==> src/rtl/spike_event_encoder.sv <==
// spike_event_encoder
//   Turns a time-multiplexed stream of neuron membrane updates into a queue of
//   spike events (neuron id + timestep). A sample registered in the detect
//   stage is written into the event FIFO one cycle after it is accepted.
//
// Optional feature (macro SPIKE_EDGE_DETECT_EN):
//   defined   - emit only on a rising threshold crossing, using a per-neuron
//               above-threshold bit
//   undefined - emit on every accepted above-threshold sample; no bit array
//
// Ports
//   clk        in   sole clock, rising edge
//   rst        in   asynchronous reset, active low
//   in_valid   in   neuron result present (no back-pressure)
//   in_id      in   neuron index; ids >= NEURON_COUNT are ignored
//   in_v       in   signed membrane value
//   out_valid  out  event at FIFO head
//   out_ready  in   consumer takes the head event
//   out_id     out  head event neuron index
//   out_ts     out  head event timestep
//   timestep   out  current sweep number
//   fifo_count out  FIFO occupancy
//   overflow   out  sticky, set when an event is dropped on a full FIFO
//   clr_ovf    in   synchronous clear of overflow (a same-cycle drop wins)

module spike_event_encoder #(
  parameter int                            NEURON_COUNT = 500,
  parameter int                            DATA_WIDTH   = 16,
  parameter logic signed [DATA_WIDTH-1:0]  V_THRESH     = 16'sh0800,
  parameter int                            FIFO_DEPTH   = 16,
  parameter int                            TS_WIDTH     = 16
) (
  input  logic                              clk,
  input  logic                              rst,
  input  logic                              in_valid,
  input  logic [$clog2(NEURON_COUNT)-1:0]   in_id,
  input  logic signed [DATA_WIDTH-1:0]      in_v,
  output logic                              out_valid,
  input  logic                              out_ready,
  output logic [$clog2(NEURON_COUNT)-1:0]   out_id,
  output logic [TS_WIDTH-1:0]               out_ts,
  output logic [TS_WIDTH-1:0]               timestep,
  output logic [$clog2(FIFO_DEPTH):0]       fifo_count,
  output logic                              overflow,
  input  logic                              clr_ovf
);

  localparam int ID_W   = $clog2(NEURON_COUNT);
  localparam int ADDR_W = $clog2(FIFO_DEPTH);
  localparam int CNT_W  = ADDR_W + 1;

  localparam logic [ID_W-1:0]  LAST_ID = ID_W'(NEURON_COUNT - 1);
  localparam logic [CNT_W-1:0] DEPTH_C = CNT_W'(FIFO_DEPTH);

  logic accept;
  logic above_thr;
  logic spike;

  assign accept    = in_valid && (in_id <= LAST_ID);
  assign above_thr = (in_v >= V_THRESH);

`ifdef SPIKE_EDGE_DETECT_EN
  logic [NEURON_COUNT-1:0] above_q;

  always_ff @(posedge clk or negedge rst) begin
    if (!rst) begin
      above_q <= '0;
    end else if (accept) begin
      above_q[in_id] <= above_thr;
    end
  end

  assign spike = above_thr && !above_q[in_id];
`else
  assign spike = above_thr;
`endif

  // Detect stage. The event is tagged with the timestep before the
  // increment its own sample may cause (last neuron of the sweep).
  logic                det_valid;
  logic [ID_W-1:0]     det_id;
  logic [TS_WIDTH-1:0] det_ts;
  logic [TS_WIDTH-1:0] ts_q;

  always_ff @(posedge clk or negedge rst) begin
    if (!rst) begin
      det_valid <= 1'b0;
      det_id    <= '0;
      det_ts    <= '0;
      ts_q      <= '0;
    end else begin
      det_valid <= accept && spike;
      if (accept) begin
        det_id <= in_id;
        det_ts <= ts_q;
        if (in_id == LAST_ID) begin
          ts_q <= ts_q + TS_WIDTH'(1);
        end
      end
    end
  end

  // Event FIFO. When full, a push is only admitted alongside a pop; the
  // write slot then equals the head slot being vacated on the same edge.
  logic [ID_W-1:0]     mem_id [FIFO_DEPTH];
  logic [TS_WIDTH-1:0] mem_ts [FIFO_DEPTH];
  logic [ADDR_W-1:0]   wr_ptr;
  logic [ADDR_W-1:0]   rd_ptr;
  logic [CNT_W-1:0]    count_q;
  logic                full;
  logic                pop;
  logic                push;
  logic                drop;
  logic                ovf_q;

  assign out_valid = (count_q != '0);
  assign full      = (count_q == DEPTH_C);
  assign pop       = out_valid && out_ready;
  assign push      = det_valid && (!full || pop);
  assign drop      = det_valid && full && !pop;

  always_ff @(posedge clk) begin
    if (push) begin
      mem_id[wr_ptr] <= det_id;
      mem_ts[wr_ptr] <= det_ts;
    end
  end

  always_ff @(posedge clk or negedge rst) begin
    if (!rst) begin
      wr_ptr  <= '0;
      rd_ptr  <= '0;
      count_q <= '0;
      ovf_q   <= 1'b0;
    end else begin
      if (push) begin
        wr_ptr <= wr_ptr + ADDR_W'(1);
      end
      if (pop) begin
        rd_ptr <= rd_ptr + ADDR_W'(1);
      end
      case ({push, pop})
        2'b10:   count_q <= count_q + CNT_W'(1);
        2'b01:   count_q <= count_q - CNT_W'(1);
        default: count_q <= count_q;
      endcase
      if (drop) begin
        ovf_q <= 1'b1;
      end else if (clr_ovf) begin
        ovf_q <= 1'b0;
      end
    end
  end

  // Memory is not reset; gating keeps the head outputs at zero when empty.
  assign out_id     = out_valid ? mem_id[rd_ptr] : '0;
  assign out_ts     = out_valid ? mem_ts[rd_ptr] : '0;
  assign timestep   = ts_q;
  assign fifo_count = count_q;
  assign overflow   = ovf_q;

endmodule

==> config.mk <==
export PLATFORM = sky130hd
export DESIGN_NAME = spike_event_encoder
export DESIGN_NICKNAME = d
export VERILOG_FILES = /design/src/rtl/spike_event_encoder.sv
export SDC_FILE = /design/constraint.sdc
export NUM_CORES = 1
export LEC_CHECK = 0
export BUFFER_PORTS_ARGS = -buffer_cell sky130_fd_sc_hd__buf_2
export CAP_MARGIN = 20
export CORE_UTILIZATION = 30
export CTS_BUF_LIST = sky130_fd_sc_hd__clkbuf_8
export DETAILED_ROUTE_END_ITERATION = 16
export GPL_ROUTABILITY_DRIVEN = 0
export GPL_TIMING_DRIVEN = 0
export HOLD_SLACK_MARGIN = 0.15
export RECOVER_POWER = 100
export REMOVE_ABC_BUFFERS = 1
export SLEW_MARGIN = 20
export SYNTH_ARGS = -nofsm -noshare
export SYNTH_HDL_FRONTEND = slang
export SYNTH_SLANG_ARGS = --single-unit
==> constraint.sdc <==
create_clock -name clk -period 4.3 [get_ports clk]
set_input_delay 0 -clock clk [delete_from_list [all_inputs] [get_ports clk]]
set_output_delay 0 -clock clk [all_outputs]
set_load 0.05 [all_outputs]
==> impl_metrics.py, run 1 <==
metrics = {
    "sta": {
        "fin_tns_setup_ns": 0,
        "skew_ns": 0.02269,
        "whs_ns": 0.2145,
        "finalCriticalPeriod_ns": 3.633,
        "hold_viol": 0,
        "finalSetupViolations": 0,
        "fmaxAchievable_mhz": 275.3,
        "grt_setup_unrepaired": "no",
        "drv_slew": 115,
        "period_share_pct": 84.49,
        "maxSlewHeadroom_pct": -25.37,
        "worstMarginPinSlew_ns": 1.874,
    },
    "synthesis": {
        "synth.top_cells.by_count": "edfxtp_1, mux4_2, dfrtp_1, mux2i_1, o22ai_1",
        "synth_top_area_share_pct": 67.34,
        "yosysSeqAreaShare_pct": 75.20,
        "synthTopCellsByArea": "edfxtp_1, mux4_2, dfrtp_1",
        "synth_edf_count": 400,
        "postSynth.asyncResetShare_pct": 12.28,
        "avgSynthCellArea_um2": 20.91,
        "yosysWarnings": 0,
        "synth_top_flop_cell": "edfxtp_1",
        "synthCells": 853,
        "syn_area_um2": 17840,
        "yosysTopAreaCell": "edfxtp_1",
        "synth_most_common_cell": "edfxtp_1",
        "synth-seq-cells": 456,
        "synth_cell_type_count": 42,
    },
    "worst_setup_path": {
        "start_kind": "flip-flop",
        "path_depth": 6,
        "r2r_end": "mem_ts[4][9]",
        "slowest_stage": "nor4_1",
        "cp_max_fo": 15,
        "crit_type": "reg -> out",
        "critPathCapture": "out_ts[3]",
        "path_cells": "nor4_1, nand2b_1, nand2b_1, buf_16, o22ai_1, buf_2",
        "critPathTopFamily": "simple AND/OR/NAND/NOR gates",
        "crit_path_end_kind": "primary output",
        "startpoint": "fifo_count[1]",
        "r2r_cells": 6,
        "cp_common_cell": "nand2b_1",
        "crit_required_ns": 4.30,
        "r2r_setup_slack_ns": 0.70,
        "cp.arrival_ns": 3.63,
        "cp.buffers_inverters": 2,
        "regToRegStartpoint": "fifo_count[1]",
        "slowest_delay_ns": 0.80,
    },
    "global_route": {
        "groute.usage.overall_pct": 13.54,
        "grt_max_degree": 40,
        "overflow": 0,
        "grt_pass1_vias": 9367,
        "grt_first_pass_wirelength_um": 60460,
        "antenna_found_initial": 2,
    },
    "power": {
        "p_leak_nw": 7.390,
        "powerDensity_nw_per_um2": 601.9,
        "peakVddDrop_v": 0.0003557,
    },
    "cts": {
        "htree_levels": 3,
        "clock_latency_ns": 0.63,
        "cts_tree": "yes",
        "clockBufferDepth": 3,
        "post_cts_resized": 0,
        "ctsRootBufferMaster": "clkbuf_8",
        "clk_pin_slew_ns": 0.06,
        "cts.sinks": 456,
        "cts_buffers": 76,
    },
    "min_path": {
        "worstHoldPathType": "in -> reg",
    },
    "final_layout": {
        "seqCellArea_um2": 13420,
        "area_growth_pct": 18.11,
        "fillers": 5443,
        "stdcell_area_um2": 21070,
        "multiInputGateArea_um2": 4172,
        "final_util_pct": 35.76,
        "nNetsFinal": 1068,
        "drive_gt1_share_pct": 24.91,
    },
    "detailed_routing": {
        "routed_wl_um": 39760,
        "vias_per_cell": 4.789,
        "ant_nets": 0,
        "drt-wirelength-per-cell_um": 21.36,
        "drt_iter0_markers": 665,
        "num_vias": 8918,
        "route.detailed.drc": 0,
        "firstDrtPassIters": 4,
    },
    "place": {
        "portBuffers": 66,
        "place_hpwl_um": 25090,
        "placed_area_um2": 19700,
    },
    "run_status": {
        "status": "finished, violations left",
        "violations": "capacitance limit, slew limit",
    },
    "floorplanning": {
        "core_area_um2": 58910,
        "die_w_um": 245.8,
        "die_y_um": 245.8,
        "die-area_um2": 60430,
        "num_rows": 89,
        "design.portCount": 78,
        "start_util_pct": 30.28,
    },
    "flow_run": {
        "max-cap-violations": 7,
    },
}
-- what timing repair did --
action | 4_1_cts | 5_1_grt
endpoints found under the hold margin | 82 | 0
buffers inserted | 0 | 0
hold buffers | 31 | 0
-- how the worst min path moves through the flow --
| stage | start | to | slack (ns) | cells after the start |
|---|---|---|---|---|
| CTS | in_id[8] | det_id[8] | 0.18 | 3 |
| global route | in_id[8] | det_id[8] | 0.19 | 3 |
| floorplan | rst | det_id[0] | -0.30 | 0 |
| detailed placement | rst | overflow | -0.01 | 1 |
| global placement | in_v[15] | det_valid | 0.17 | 2 |
| finish | in_id[7] | det_id[7] | 0.21 | 3 |
-- registers in the layout (all words and copies together), names as in the netlist --
name        count
mem_ts        256
fifo_count      5
mem_id        144
timestep       16
det_valid       1
rd_ptr          4
det_id          9
overflow        1
wr_ptr          4
det_ts         16
-- tightest hold or removal path, stage by stage --
cell and delay [ns]:
dlygate4sd3_1 0.52, buf_2 0.13, mux2_2 0.14
-- through the flow --
stage | instances | setup WS, ns | total power [W]
after detailed placement | 1694 | 1.529 | 0.009344
after floorplan | 810 | -1.131 | 0.008197
after global routing | 1862 | 0.4353 | 0.01327
after CTS | 1861 | 1.019 | 0.01298
after global placement | 1649 | -3.146 | 0.009103
final | 1862 | 0.6670 | 0.01268
-- power by group --
group          leakage, nW  total, W  internal [W]  switching (W)
clock                0.838   0.00359       0.00191        0.00168
sequential            4.66   0.00541       0.00504       0.000375
combinational         1.90   0.00367       0.00147        0.00220
total                 7.39    0.0127       0.00842        0.00426
-- routing by layer --
| metal | GRT usage [%] | share of wire, % |
|---|---|---|
| met5 | 0 | 0 |
| met4 | 4.001 | 1.9 |
| met3 | 3.165 | 4.9 |
| met2 | 21.48 | 48 |
| met1 | 18.42 | 45 |
-- final cells by class --
class | instances | area share, %
Inverter | 9 | 0.1604
Clock buffer | 84 | 5.488
Antenna cell | 1 | 0.01188
Clock inverter | 52 | 1.295
Multi-Input combinational cell | 345 | 19.80
Timing Repair Buffer | 142 | 4.924
Tap cell | 773 | 4.591
Sequential cell | 456 | 63.73
-- cells by family (layout without fill, tap and decap cells) --
logic type                 count (synthesis)  count (layout)  share of synthesized area (%)
AOI/OAI and AO/OA                         48              48                          1.768
buffers and inverters                     52             287                          1.319
other                                      0               1                              0
adders and majority gates                  8               8                         0.5612
muxes                                    177             177                          17.13
and+or+nand+nor                           88              88                          2.841
DFF                                      456             456                          75.20
xor gates and xnor gates                  24              24                          1.179
-- placed cells by master (no fill, tap or decap), drive strengths merged, types with 8 or more instances in the layout --
master	n
and2	11
buf	35
clkbuf	161
clkinv	13
dfrtp	56
dlygate4sd3	30
edfxtp	400
ha	8
inv	42
mux2	26
mux2i	51
mux4	100
nand2	21
nor4	12
o22ai	27
xnor2	17
No activity file was read; power rests on OpenSTA's default activity.
==> inputs of run 2 (changes only) <==
clock period = 3.2 ns   (was 4.3 ns; I/O delays follow)
==> run 2 against run 1 <==
Effect of this change: the flow still finishes with violations (capacitance limit, slew limit); setup slack got worse by 0.47 ns; die area unchanged; combinational power up 40%; clock power up 35%; utilization rose by 0.39 points; critical endpoint is now out_id[2]; largest cell class unchanged.
==> impl_metrics.py, run 2 (synthesized netlist as in run 1, its figures left out) <==
metrics = {
    "power": {
        "p_leak_nw": 7.558,
        "peakVddDrop_v": 0.0004776,
        "p_total_w": 0.01718,
        "powerDensity_nw_per_um2": 806.6,
    },
    "floorplanning": {
        "die-area_um2": 60430,
        "die_y_um": 245.8,
        "core_area_um2": 58910,
        "die_w_um": 245.8,
        "num_rows": 89,
        "design.portCount": 78,
        "start_util_pct": 30.28,
    },
    "sta": {
        "grt_setup_unrepaired": "no",
        "skew_ns": 0.02320,
        "worstMarginPinSlew_ns": 1.853,
        "period_share_pct": 93.84,
        "maxSlewHeadroom_pct": -23.56,
        "finalCriticalPeriod_ns": 3.003,
        "hold_viol": 0,
        "fmaxAchievable_mhz": 333.0,
        "whs_ns": 0.2141,
        "fin_tns_setup_ns": 0,
        "finalSetupViolations": 0,
        "drv_slew": 77,
    },
    "detailed_routing": {
        "routed_wl_um": 39870,
        "ant_nets": 0,
        "drt-wirelength-per-cell_um": 21.38,
        "drt_iter0_markers": 657,
        "route.detailed.drc": 0,
        "firstDrtPassIters": 5,
        "num_vias": 8939,
        "vias_per_cell": 4.793,
    },
    "final_layout": {
        "nNetsFinal": 1071,
        "final_common_cell": "edfxtp_1",
        "final_cells": 1865,
        "top_regs": "mem_ts (256), mem_id (144)",
        "drive_gt1_share_pct": 28.69,
        "most-common-layout-cells": "edfxtp_1, mux4_2, clkbuf_8, dfrtp_1, mux2i_1",
        "final_util_pct": 36.15,
        "area_growth_pct": 19.39,
        "largest-register": "mem_ts",
        "largest_register_ffs": 256,
    },
    "worst_setup_path": {
        "slowest_delay_ns": 0.73,
        "regToRegStartpoint": "fifo_count[1]",
        "r2r_end": "mem_id[0][0]",
        "cp.arrival_ns": 3.00,
        "r2r_setup_slack_ns": 0.22,
        "r2r_cells": 7,
        "crit_required_ns": 3.20,
        "critPathTopFamily": "buffers and inverters",
        "cp_max_fo": 39,
        "start_kind": "flip-flop",
        "crit_path_end_kind": "primary output",
        "path_cells": "buf_16, buf_16, mux4_2, mux2i_1, o22ai_1, clkbuf_2",
        "cp_common_cell": "buf_16",
        "cp.buffers_inverters": 3,
        "slowest_stage": "dfrtp_4",
        "crit_type": "reg -> out",
    },
    "cts": {
        "post_cts_resized": 0,
        "clock_latency_ns": 0.62,
        "clk_pin_slew_ns": 0.05,
        "cts_buffers": 76,
        "htree_levels": 3,
        "cts.sinks": 456,
        "cts_tree": "yes",
        "ctsRootBufferMaster": "clkbuf_8",
        "clockBufferDepth": 3,
    },
    "global_route": {
        "grt_pass1_vias": 9374,
        "groute.usage.overall_pct": 13.58,
        "antenna_found_initial": 2,
        "overflow": 0,
        "grt_max_degree": 40,
        "grt_first_pass_wirelength_um": 60620,
    },
    "run_status": {
        "violations": "capacitance limit, slew limit",
        "status": "finished, violations left",
    },
    "min_path": {
        "worstHoldPathType": "in -> reg",
        "min_to": "det_id[7]",
        "whs_path_depth": 3,
        "hp-start": "in_id[7]",
    },
    "flow_run": {
        "max-cap-violations": 3,
    },
    "place": {
        "dp_cells": 1694,
        "portBuffers": 66,
        "place_hpwl_um": 25090,
    },
}
[run 2: repair_timing]
item,4_1_cts,5_1_grt
endpoints found under the hold margin,82,0
endpoints found under the setup margin,6,3
pin swaps,0,0
hold buffers,31,0
setup buffers,1,2
[run 2: area by class of cell]
| class | instances | area, um2 |
|---|---|---|
| fill | 5408 | 37610 |
| clock buffer | 84 | 1156 |
| tap | 773 | 967.2 |
| timing repair buffer | 145 | 1230 |
| clock inverter | 52 | 272.8 |
| sequential | 456 | 13420 |
| antenna | 1 | 2.502 |
| multi-input combinational | 345 | 4208 |
| inverter | 9 | 33.78 |
[run 2: metrics by stage]
step / setup slack [ns] / cell area, um2
3_5_place_dp: 0.4291 / 19700
3_3_place_gp: -4.246 / 18930
6_report: 0.1970 / 21290
2_1_floorplan: -2.231 / 17630
4_1_cts: 0.05886 / 21470
5_1_grt: 0.03701 / 21290
[run 2: worst min-delay path: stages]
cell           delay (ns)
dlygate4sd3_1        0.52
buf_2                0.13
mux2_2               0.14
[run 2: power breakdown]
part	total, W	switching [W]	internal (W)
combinational	0.00514	0.00306	0.00208
sequential	0.00720	0.000434	0.00677
clock	0.00483	0.00226	0.00257
total	0.0172	0.00576	0.0114
[run 2: worst max path at each step]
stage | start | end | slack [ns] | cells after the start
after global placement | rd_ptr[0] | out_ts[3] | -4.25 | 4
after global routing | rd_ptr[1] | out_id[2] | 0.04 | 6
after detailed placement | fifo_count[1] | fifo_count[4] | 0.43 | 10
after floorplan | rd_ptr[0] | out_id[0] | -2.23 | 3
after CTS | rd_ptr[0] | out_id[2] | 0.06 | 6
final | rd_ptr[1] | out_id[2] | 0.20 | 6
[run 2: routing by layer]
layer | vias to the layer above | share of wire, % | GRT usage (%) | wire [um]
li1 | 3909 | - | - | -
met1 | 4739 | 45 | 18.47 | 18080
met2 | 233 | 48 | 21.57 | 19140
met3 | 58 | 4.7 | 3.165 | 1860
met4 | 0 | 2.0 | 4.001 | 780
met5 | - | 0 | 0 | 0
==> inputs of run 3 (changes only) <==
ABC_AREA = 1   (was not set)
clock period = 3.27 ns   (was 3.2 ns; I/O delays follow)
==> run 3 against run 2 <==
Effect of this change: the flow still finishes with violations (capacitance limit, slew limit); flip-flop and latch count did not move; total power rose by 10%; area after synthesis rose by 2.5%; critical path depth rose by 3; combinational power rose by 35%; clock skew rose by 0.00094 ns; count of clock-buffer cells in the layout did not move; critical path type is now reg -> reg; critical endpoint is now mem_id[7][0].
==> impl_metrics.py, run 3 <==
metrics = {
    "sta": {
        "hold_viol": 0,
        "period_share_pct": 96.01,
        "maxSlewHeadroom_pct": -21.91,
        "finalCriticalPeriod_ns": 3.140,
        "grt_setup_unrepaired": "no",
        "finalSetupViolations": 0,
        "skew_ns": 0.02414,
        "drv_slew": 107,
        "worstMarginPinSlew_ns": 1.822,
        "fmaxAchievable_mhz": 318.5,
    },
    "global_route": {
        "grt_pass1_vias": 12080,
        "grt_first_pass_wirelength_um": 73230,
        "grt_max_degree": 65,
        "overflow": 0,
        "groute.usage.overall_pct": 15.65,
        "antenna_found_initial": 0,
    },
    "worst_setup_path": {
        "start_kind": "flip-flop",
        "crit_path_end_kind": "flip-flop",
        "critPathTopFamily": "simple AND/OR/NAND/NOR gates",
        "cp.arrival_ns": 3.44,
        "crit_required_ns": 3.57,
        "crit_type": "reg -> reg",
        "path_cells": "inv_1, nor2_1, nand3_1, nand2_1, inv_1, nand2_1, nor2_1, buf_16, clkbuf_4",
        "cp.buffers_inverters": 4,
        "slowest_stage": "nor2_1",
        "slowest_delay_ns": 1.15,
        "cp_max_fo": 10,
    },
    "synthesis": {
        "synth_cell_type_count": 33,
        "syn_area_um2": 18280,
        "yosysWarnings": 0,
        "synth_top_flop_cell": "edfxtp_1",
        "synth_top_area_share_pct": 65.72,
        "synth_most_common_cell": "edfxtp_1",
        "synth_edf_count": 400,
        "synth.top_cells.by_count": "edfxtp_1, nor2_1, o21ai_0, nand2_1, o221ai_1",
        "synthTopCellsByArea": "edfxtp_1, dfrtp_1, o21ai_0",
        "yosysSeqAreaShare_pct": 73.39,
        "postSynth.asyncResetShare_pct": 12.28,
        "avgSynthCellArea_um2": 12.93,
        "yosysTopAreaCell": "edfxtp_1",
        "synth-seq-cells": 456,
        "synthCells": 1413,
    },
    "place": {
        "placed_area_um2": 19950,
        "place_hpwl_um": 27050,
        "dp_cells": 2202,
        "portBuffers": 66,
    },
    "final_layout": {
        "final_common_cell": "edfxtp_1",
        "area_growth_pct": 17.29,
        "drive_gt1_share_pct": 12.40,
        "largest_register_ffs": 256,
        "most-common-layout-cells": "edfxtp_1, nor2_1, o21ai_0, nand2_1, clkbuf_8",
        "top_regs": "mem_ts (256), mem_id (144)",
        "largest-register": "mem_ts",
        "stdcell_area_um2": 21440,
        "final_cells": 2363,
        "antenna_cells": 0,
        "nNetsFinal": 1561,
    },
    "floorplanning": {
        "design.portCount": 78,
        "start_util_pct": 30.34,
        "num_rows": 90,
        "core_area_um2": 60250,
        "die_w_um": 248.8,
        "die_y_um": 248.8,
        "die-area_um2": 61910,
    },
    "flow_run": {
        "max-cap-violations": 11,
    },
    "detailed_routing": {
        "ant_nets": 0,
        "num_vias": 12180,
        "vias_per_cell": 5.156,
        "drt-wirelength-per-cell_um": 20.95,
        "route.detailed.drc": 0,
        "firstDrtPassIters": 6,
        "drt_iter0_markers": 1144,
        "routed_wl_um": 49510,
    },
    "cts": {
        "htree_levels": 3,
        "clockBufferDepth": 3,
        "clk_pin_slew_ns": 0.06,
        "cts_buffers": 74,
        "cts_tree": "yes",
        "ctsRootBufferMaster": "clkbuf_8",
        "cts.sinks": 456,
        "clock_latency_ns": 0.62,
    },
    "power": {
        "p_leak_nw": 7.413,
        "peakVddDrop_v": 0.0006487,
        "powerDensity_nw_per_um2": 881.1,
    },
    "run_status": {
        "status": "finished, violations left",
        "violations": "capacitance limit, slew limit",
    },
    "min_path": {
        "worstHoldPathType": "in -> reg",
    },
}
==> run 3: cell types whose count changed after synthesis, sizes merged, moves of 51 or more <==
cell and change:
nand3 +53, mux2i -51, nand2 +71, mux4 -100, nor2 +250, o21ai +233, o221ai +78
==> run 3: stage by stage <==
step | setup slack, ns | hold slack [ns] | total power (W) | TNS, ns | util [%]
after floorplan | -2.968 | -0.2956 | 0.01147 | -76.62 | -
after global placement | -8.225 | 0.1614 | 0.01306 | -529.31 | 31.71
after detailed placement | 0.2299 | -0.09574 | 0.01396 | 0 | 33.11
after CTS | 0.01032 | 0.1541 | 0.01902 | 0 | 36.02
after global routing | 0.02049 | 0.1702 | 0.01978 | 0 | 35.58
final | 0.1304 | 0.1725 | 0.01889 | 0 | 35.58
==> run 3: timing repair <==
action	CTS	global route
hold buffers	20	0
endpoints found under the hold margin	93	0
resized for setup	12	10
setup endpoints to repair	22	16
setup buffers	2	1
gates cloned	2	1
==> run 3: worst reg2reg max path, cell delays in order (launching register included) <==
cell and delay [ns]:
dfrtp_1 0.41, inv_1 0.11, nor2_1 0.05, nand3_1 0.09, nand2_1 0.12, inv_1 0.18
nand2_1 0.18, nor2_1 1.15, buf_16 0.24, clkbuf_4 0.29
==> run 3: cell type report <==
class                   count  area, um2
multi-input cells         821       4197
clock inverters            50      281.5
clock buffers              84       1156
inverters                  48      214.0
well taps                 782      978.4
repair buffers            121       1179
flip-flops and latches    456      13430
fillers                  5720      38810
repair inverters            1      6.256
==> run 3: per-layer routing <==
layer	track usage, %	vias up	routed length (um)
li1	-	5450	-
met3	3.459	113	4027
met2	24.41	537	22550
met4	5.750	0	1347
met1	21.35	6083	21590
met5	0	-	0
==> run 3: final timing paths <==
path,startpoint,endpoint,slack [ns],cells after the start
max,fifo_count[4],mem_id[7][0],0.13,9
min,in_id[3],det_id[3],0.17,4
max reg2reg,fifo_count[4],mem_id[7][0],0.13,9
min reg2reg,timestep[4],timestep[4],0.52,1
max in group asynchronous,rst,rd_ptr[0],0.51,5
min in group asynchronous,rst,timestep[3],0.37,3
==> run 3: cell families (layout without fill, tap and decap cells) <==
| family | after synthesis | after routing | synth area share (%) |
|---|---|---|---|
| compound gates | 366 | 366 | 11.78 |
| buf+inv | 136 | 304 | 3.608 |
| fa+ha+maj | 8 | 8 | 0.5477 |
| xor+xnor | 22 | 22 | 1.054 |
| simple gates | 425 | 425 | 9.619 |
| flops | 456 | 456 | 73.39 |
==> run 3: power by group <==
group / leakage [nW] / internal [W] / switching, W
combinational: 2.28 / 0.00191 / 0.00503
clock: 0.848 / 0.00258 / 0.00222
sequential: 4.29 / 0.00672 / 0.000420
